## src/rtl/pattern_sequencer.sv

```systemverilog
// Frame-synchronous test pattern scheduler: picks the active pattern index at vsync
// boundaries (host set, manual next, or auto dwell) and checks active lines per frame.
module pattern_sequencer #(
   parameter int NUM_PATTERNS       = 8,
   parameter int FRAMES_PER_PATTERN = 120,
   parameter int VACTIVE            = 720,
   parameter int FRAME_COUNT_BITS   = 16,
   localparam int PAT_BITS          = $clog2(NUM_PATTERNS)
) (
   input  logic                        clock,
   input  logic                        reset,
   input  logic                        vsync_in,
   input  logic                        de_in,
   input  logic                        auto_en,
   input  logic                        next_req,
   input  logic                        set_valid,
   input  logic [PAT_BITS-1:0]         set_pattern,
   output logic                        set_ready,
   input  logic                        error_clear,
   output logic [PAT_BITS-1:0]         pattern_sel,
   output logic                        frame_start,
   output logic                        pattern_changed,
   output logic [FRAME_COUNT_BITS-1:0] frame_count,
   output logic                        timing_error
);

   localparam int DWELL_BITS = (FRAMES_PER_PATTERN > 1) ? $clog2(FRAMES_PER_PATTERN) : 1;
   localparam int LINE_BITS  = $clog2(VACTIVE + 2);

   localparam logic [PAT_BITS-1:0]   LAST_PAT   = PAT_BITS'(NUM_PATTERNS - 1);
   localparam logic [DWELL_BITS-1:0] DWELL_LAST = DWELL_BITS'(FRAMES_PER_PATTERN - 1);
   localparam logic [LINE_BITS-1:0]  LINE_EXP   = LINE_BITS'(VACTIVE);
   localparam logic [LINE_BITS-1:0]  LINE_SAT   = LINE_BITS'(VACTIVE + 1);

   typedef enum logic [1:0] {
      S_SYNC_WAIT,
      S_RUN,
      S_PENDING
   } state_t;

   state_t                      state_q, state_d;
   logic                        vsync_q, de_q;
   logic [PAT_BITS-1:0]         sel_q, sel_d;
   logic [PAT_BITS-1:0]         pend_q, pend_d;
   logic                        next_pend_q, next_pend_d;
   logic [DWELL_BITS-1:0]       dwell_q, dwell_d;
   logic [LINE_BITS-1:0]        line_q, line_d;
   logic [FRAME_COUNT_BITS-1:0] fcount_q, fcount_d;
   logic                        fstart_q, fstart_d;
   logic                        changed_q, changed_d;
   logic                        err_q, err_d;

   logic                        boundary;
   logic                        de_rise;
   logic                        active;
   logic                        applied;
   logic [PAT_BITS-1:0]         sel_inc;
   logic [PAT_BITS-1:0]         set_clamped;

   assign boundary = vsync_in & ~vsync_q;
   assign de_rise  = de_in & ~de_q;
   assign active   = (state_q == S_RUN) || (state_q == S_PENDING);
   assign sel_inc  = (sel_q == LAST_PAT) ? '0 : sel_q + PAT_BITS'(1);

   // Out-of-range requests only exist when NUM_PATTERNS is not a power of two.
   generate
      if ((2 ** PAT_BITS) > NUM_PATTERNS) begin : g_clamp
         assign set_clamped = (set_pattern > LAST_PAT) ? LAST_PAT : set_pattern;
      end else begin : g_noclamp
         assign set_clamped = set_pattern;
      end
   endgenerate

   always_comb begin
      state_d     = state_q;
      sel_d       = sel_q;
      pend_d      = pend_q;
      next_pend_d = next_pend_q | next_req;
      dwell_d     = dwell_q;
      line_d      = line_q;
      fcount_d    = fcount_q;
      fstart_d    = 1'b0;
      changed_d   = 1'b0;
      err_d       = err_q;
      applied     = 1'b0;

      if (error_clear) begin
         err_d = 1'b0;
      end
      if (de_rise && (line_q != LINE_SAT)) begin
         line_d = line_q + LINE_BITS'(1);
      end

      case (state_q)
         S_SYNC_WAIT: begin
            if (boundary) state_d = S_RUN;
         end
         S_RUN: begin
            // A capture on a boundary cycle lands in PENDING and waits a full frame.
            if (set_valid) begin
               state_d = S_PENDING;
               pend_d  = set_clamped;
            end
         end
         S_PENDING: begin
            if (boundary) state_d = S_RUN;
         end
         default: state_d = S_SYNC_WAIT;
      endcase

      if (boundary) begin
         line_d      = '0;
         next_pend_d = 1'b0;
         if (active) begin
            fstart_d = 1'b1;
            fcount_d = fcount_q + FRAME_COUNT_BITS'(1);
            if (state_q == S_PENDING) begin
               sel_d   = pend_q;
               applied = 1'b1;
            end else if (next_pend_q || next_req) begin
               sel_d   = sel_inc;
               applied = 1'b1;
            end else if (auto_en && (dwell_q == DWELL_LAST)) begin
               sel_d   = sel_inc;
               applied = 1'b1;
            end
            if (applied) begin
               dwell_d = '0;
            end else if (auto_en) begin
               dwell_d = dwell_q + DWELL_BITS'(1);
            end
            changed_d = (sel_d != sel_q);
            if (line_q != LINE_EXP) begin
               err_d = 1'b1;
            end
         end
      end
   end

   always_ff @(posedge clock) begin
      if (reset) begin
         state_q     <= S_SYNC_WAIT;
         vsync_q     <= 1'b0;
         de_q        <= 1'b0;
         sel_q       <= '0;
         pend_q      <= '0;
         next_pend_q <= 1'b0;
         dwell_q     <= '0;
         line_q      <= '0;
         fcount_q    <= '0;
         fstart_q    <= 1'b0;
         changed_q   <= 1'b0;
         err_q       <= 1'b0;
      end else begin
         state_q     <= state_d;
         vsync_q     <= vsync_in;
         de_q        <= de_in;
         sel_q       <= sel_d;
         pend_q      <= pend_d;
         next_pend_q <= next_pend_d;
         dwell_q     <= dwell_d;
         line_q      <= line_d;
         fcount_q    <= fcount_d;
         fstart_q    <= fstart_d;
         changed_q   <= changed_d;
         err_q       <= err_d;
      end
   end

   assign set_ready       = (state_q == S_RUN);
   assign pattern_sel     = sel_q;
   assign frame_start     = fstart_q;
   assign pattern_changed = changed_q;
   assign frame_count     = fcount_q;
   assign timing_error    = err_q;

endmodule

```

## config.mk

```make
export PLATFORM = sky130hd
export DESIGN_NAME = pattern_sequencer
export DESIGN_NICKNAME = d
export VERILOG_FILES = /design/src/rtl/pattern_sequencer.sv
export SDC_FILE = /design/constraint.sdc
export NUM_CORES = 1
export LEC_CHECK = 0
export CAP_MARGIN = 20
export CORE_ASPECT_RATIO = 1.25
export CORE_MARGIN = 2
export CORE_UTILIZATION = 45
export DETAILED_ROUTE_END_ITERATION = 16
export PLACE_DENSITY = 0.7
export SLEW_MARGIN = 20
export SYNTH_ARGS = -nofsm -noshare
export SYNTH_HDL_FRONTEND = slang
export SYNTH_SLANG_ARGS = --single-unit
```

## constraint.sdc

```tcl
create_clock -name clock -period 2 [get_ports clock]
set_clock_uncertainty 0.05 [all_clocks]
set_input_delay 0.4 -clock clock [delete_from_list [all_inputs] [get_ports clock]]
set_output_delay 0.4 -clock clock [all_outputs]
set_load 0.05 [all_outputs]
```

## After elaboration in Yosys (flattened, before gate mapping)

Cells that the tools add are included.

- Add/sub/neg operators: 4
- Multiply operators: 0
- Div/mod/pow operators: 0
- $lt $le $gt $ge: 0
- Equal/unequal tests: 9
- Shift operators: 0
- Muxes and demuxes: 21
- Bitwise operators: 7
- Reductions and logical operators: 14

Operators with widths:

| kind | count |
|---|---|
| 10-bit != test, second input constant | 2 |
| 3-bit 2-to-1 mux | 6 |
| 16-bit by 1-bit adder with 16-bit output, second input constant | 1 |
| 7-bit 2-to-1 mux | 2 |
| 10-bit by 1-bit adder with 10-bit output, second input constant | 1 |
| 1-bit 2-to-1 mux | 10 |
| 7-bit by 1-bit adder with 7-bit output, second input constant | 1 |
| 7-bit == test, second input constant | 1 |
| 2-bit AND reduction | 3 |
| 2-bit OR reduction | 3 |
| 2-bit 2-to-1 mux | 2 |
| 1-bit inverter | 4 |
| 2-bit one-hot mux with 2 select lines | 1 |
| 3-bit by 1-bit adder with 3-bit output, second input constant | 1 |
| 3-bit == test, second input constant | 1 |
| 3-bit != test | 1 |
| 3-bit AND reduction | 1 |
| 3-bit OR reduction | 1 |
| 1-bit AND | 2 |
| 2-bit by 1-bit == test with 1-bit output, second input constant | 1 |
| 2-bit == test, second input constant | 1 |
| 1-bit logical AND | 2 |
| 2-bit zero test | 1 |
| 1-bit logical OR | 2 |
| 4 further kinds | 4 |

- Flip-flop bits (word level): 47
- Bits in latches: 0
- Memory bits (writable): 0
- ROM bits: 0
- Bits of input ports: 11
- Output and inout bits: 23
- Memories: 0

## Depth between registers and ports, before layout

- Depth in word-level cells: 9
- Gate-level depth with buffers: 7
- Gate-level depth less buffers: 6

## Least setup slack after synthesis

OpenSTA, ideal clock, no wires.

- Path type: register to register
- From: register fcount_q[2] (netlist: frame_count[2])
- To: register fcount_q[15] (netlist: frame_count[15])
- Library setup time: 0.070 ns
- Data arrival time: 1.970 ns
- Data required time: 1.880 ns
- Setup slack: -0.091 ns
- Stages on the path, launching flop included: 5
- Path buffers: 0
- Cells stage by stage: dfxtp_1 -> nand4_2 -> or4b_4 -> or3_1 -> a21oi_1

- Longest elaborated chain between the ends: 1

Ends and longest elaborated chain:

| item | RTL line | source |
|---|---|---|
| from (decl) | 48 | `logic [FRAME_COUNT_BITS-1:0] fcount_q, fcount_d;` |
| from (signal assigned) | 163 | `fcount_q <= fcount_d;` |
| 16-bit by 1-bit adder with 16-bit output | 116 | `fcount_d = fcount_q + FRAME_COUNT_BITS'(1);` |

Every way passes these cells.
A chain may end at the register's enable or synchronous reset.

## Final worst setup path

- From: register fcount_q[6] (netlist: frame_count[6])
- To: output port frame_count[6]

RTL lines:

| item | RTL line | source |
|---|---|---|
| to (decl) | 23 | `output logic [FRAME_COUNT_BITS-1:0] frame_count,` |

No word-level cell between the ends.

==> summary.md <==
| Metric | Value |
|---|---|
| Area delta synth->final | 27.5% |
| Crit path DAT | between 1.5 and 2 ns |
| Max rail drop VDD | about 0.59 mV |
| Post-synth EDFFs | 0 |
| CP Cell Sequence | clkdlybuf4s50_1 |
| R2R Path End | frame_count[15] |
| Root Buffer | clkbuf_8 |
| Min setup slack post-route | 0.0425 ns |
| Min Tclk post-route | roughly 2.0 ns |
| Row cnt | 28 |
| Hold Path End | pend_q[2] |
| Vias per cell | 5.35 |
| Power per cell area | approximately 760 nW/µm² |
| Nets | 326 |
| Reg2Reg Depth | 6 |
| Worst Path Buf+Inv | 1 |
| R2R Setup Slk | 0.07 ns |
| HP Start | pend_q[2] |
| Worst min-delay path category | reg -> reg |
| Crit-path max FO | 4 |
| Final Hold Viols | 0 |
| CTS max path bufs | 2 |
| CTS Buf Count | 5 |
| Sequential share of the synthesized area | 0.418 |
| Synth warn | 0 |
| Initial antenna violation count | 0 |
| Yosys cell types | a little over 40 |
| Slowest stage cell on the critical path | clkdlybuf4s50_1 |
| CTS Sinks | 47 |
| Length of the first detailed-routing pass in iterations | 4 |
| GRT Util Overall | 0.182 |
| Cell Area, Synth | 2250 µm² |
| Clk_lat worst skew | roughly 0.30 ns |
| Wirelength per Cell | 12.6 µm |
| Post-Synthesis Cells | 255 |
| Achievable Freq | 0.511 GHz |
| Util after Layout | 0.603 |
| Die Footprint | between 5000 and 6000 µm² |
| RSZ-0062 raised after global routing | true |
| Die H | 83.1 µm |
| Max Slew Vio Count | 0 |
| Element type at the critical path end | primary output |
| DRT antenna net count | 0 |
| Post-DP HPWL | between 3000 and 4000 µm |
| Synth Net Count | approximately 280 |
| Final wirelength | roughly 4600 µm |
| Core ar. | about 4800 µm² |
| Leak | roughly 1.1 nW |
| PortBufs | 33 |
| Die W | between 60 and 70 µm |
| DP Cell Count | 357 |
| Reg-to-reg critical path startpoint | state_q[1] |
| Final non-filler cell total | 364 |
| Gpl congestion | roughly 0.8 |
| Largest net degree at the start of global routing | 23 |
| Tot Pwr | between 0.002 and 0.0025 W |
| CTS tree | done |
| Asr flop ratio synth | 0 |
| Dpl ws | -0.173 ns |
| Design area | 2870 µm² |
| Rel. slew slack | 0.650 |
| Critical Path RT | around 1.6 ns |
| Critical Path Source Type | flip-flop |
| Crit-path leading delay family | buffers and inverters |
| Clock Pin Slew Worst Setup and Hold Paths | approximately 0.080 ns |
| Synthesized area per cell | about 8.8 µm² |
| Setup-violating endpoint count in the final report | 0 |
| Drt first-iter violations | 84 |
| GR Overflow Total | 0 |
| Setup Crit Path Kind | reg -> out |
| Vias in the first global route | roughly 1900 |
| DP Area | between 2000 and 3000 µm² |
| Hold Path Cell Cnt | 2 |
| Final Cycle Share | 0.979 |
| I/O pin total | 34 |
| DRC Markers | 0 |
| ANT cells | 0 |
| Postcts setup bufs | 0 |
| Vias | 1946 |
| Largest stage delay, worst path | between 0.8 and 0.9 ns |
| Max-cap violations | 0 |
| Status | finished clean |
| Max H-tree Level | 2 |
| Fraction of layout cells with a size suffix above 1 | 0.161 |
| Yosys reg bits | 47 |
| Initial Util | 0.473 |
| Synth Flop Type | dfxtp_1 |
| First-pass GRT wire length | ~8100 µm |
| Slew @ Worst Pin | around 0.52 ns |
| CP Depth | 1 |
[logic make-up after synthesis]
group,share of synthesized area
AO/OA/AOI/OAI,0.119
AND/OR/NAND/NOR,0.270
multiplexers,0.00888
XOR/XNOR,0.0933
buffers and inverters,0.0300
flip-flops,0.418
adder cells (fa/ha/maj),0.0611
[power by group]
part	switching [W]	internal [W]	total (W)	leakage (nW)
registers	0.0000382	0.000983	0.00102	0.384
logic	0.000287	0.000218	0.000505	0.680
clock network	0.000299	0.000366	0.000665	0.0513
[what timing repair did]
item                       CTS  global route
setup endpoints to repair    0             4
hold buffers                 0             0
resized for setup            0             8
[area by class of cell]
cell class | instances | area, µm²
multi-input cells | 190 | 1270
well taps | 60 | 75.1
fillers | 449 | 1890
clock inverters | 1 | 30.0
inverters | 10 | 37.5
flip-flops and latches | 47 | 950
clock buffers | 6 | 72.6
repair buffers | 50 | 443
[registers in the layout, summed over array words and instances (netlist names), 2 cells and up]
register     cells
dwell_q          7
frame_count     16
line_q          10
pattern_sel      3
pend_q           3
state_q          2
[per-layer routing]
layer  up-vias  track usage  share of wire
li1       1012            -              -
met1       899        0.227           0.46
met2        29        0.302           0.49
met3         6       0.0379          0.032
met4         0       0.0668          0.014
met5         -            0              0
[worst max path at each step]
stage	from	endpoint	slack, ns
2_1_floorplan	state_q[0]	frame_count[15]	0.01
3_3_place_gp	vsync_in	frame_count[15]	-0.15
3_5_place_dp	vsync_in	frame_count[15]	-0.17
4_1_cts	frame_count[9]	frame_count[9]	0.01
5_1_grt	state_q[1]	frame_count[15]	-0.007
6_report	frame_count[6]	frame_count[6]	0.04
[synthesized netlist by cell type, types with 2 or more instances]
master / instances / area share
dfxtp_1: 47 / 0.42
and3_1: 5 / 0.014
nor3_1: 3 / 0.0067
a21oi_1: 17 / 0.038
clkbuf_1: 7 / 0.012
nand2_1: 13 / 0.022
nand4b_1: 5 / 0.019
or3_1: 3 / 0.0083
and4_1: 4 / 0.016
o21bai_1: 2 / 0.0067
inv_1: 10 / 0.017
a211oi_1: 3 / 0.010
mux2i_1: 2 / 0.0089
and2_1: 4 / 0.011
nand4_1: 8 / 0.022
nand3b_1: 2 / 0.0067
nor4_1: 2 / 0.0056
xor2_1: 12 / 0.047
xnor2_1: 12 / 0.047
ha_1: 11 / 0.061
nand3_1: 14 / 0.031
o21ai_0: 9 / 0.020
nor2_1: 32 / 0.053
and4b_1: 3 / 0.013
nand2b_1: 3 / 0.0083
a311oi_1: 4 / 0.016
nor2b_1: 2 / 0.0056
a31oi_1: 3 / 0.0083
[stage by stage]
stage	TNS, ns	hold WS [ns]
after floorplan	0	0.412
after global placement	-0.536	0.422
after detailed placement	-0.690	0.433
after CTS	0	0.444
after global routing	-0.00700	0.474
final	0	0.442
[cells in the final DEF (no fill, tap or decap), types with 4 or more instances in the layout]
cell	n
a21oi_1	16
a311oi_1	4
and2_1	4
and3_1	5
and4_1	4
buf_4	29
clkbuf_8	5
clkdlybuf4s50_1	18
dfxtp_1	40
dfxtp_2	7
ha_1	10
inv_1	10
nand2_1	13
nand3_1	14
nand4_1	8
nand4b_1	5
nor2_1	32
o21ai_0	7
xnor2_1	12
xor2_1	12
No activity file was read; power rests on OpenSTA's default activity.
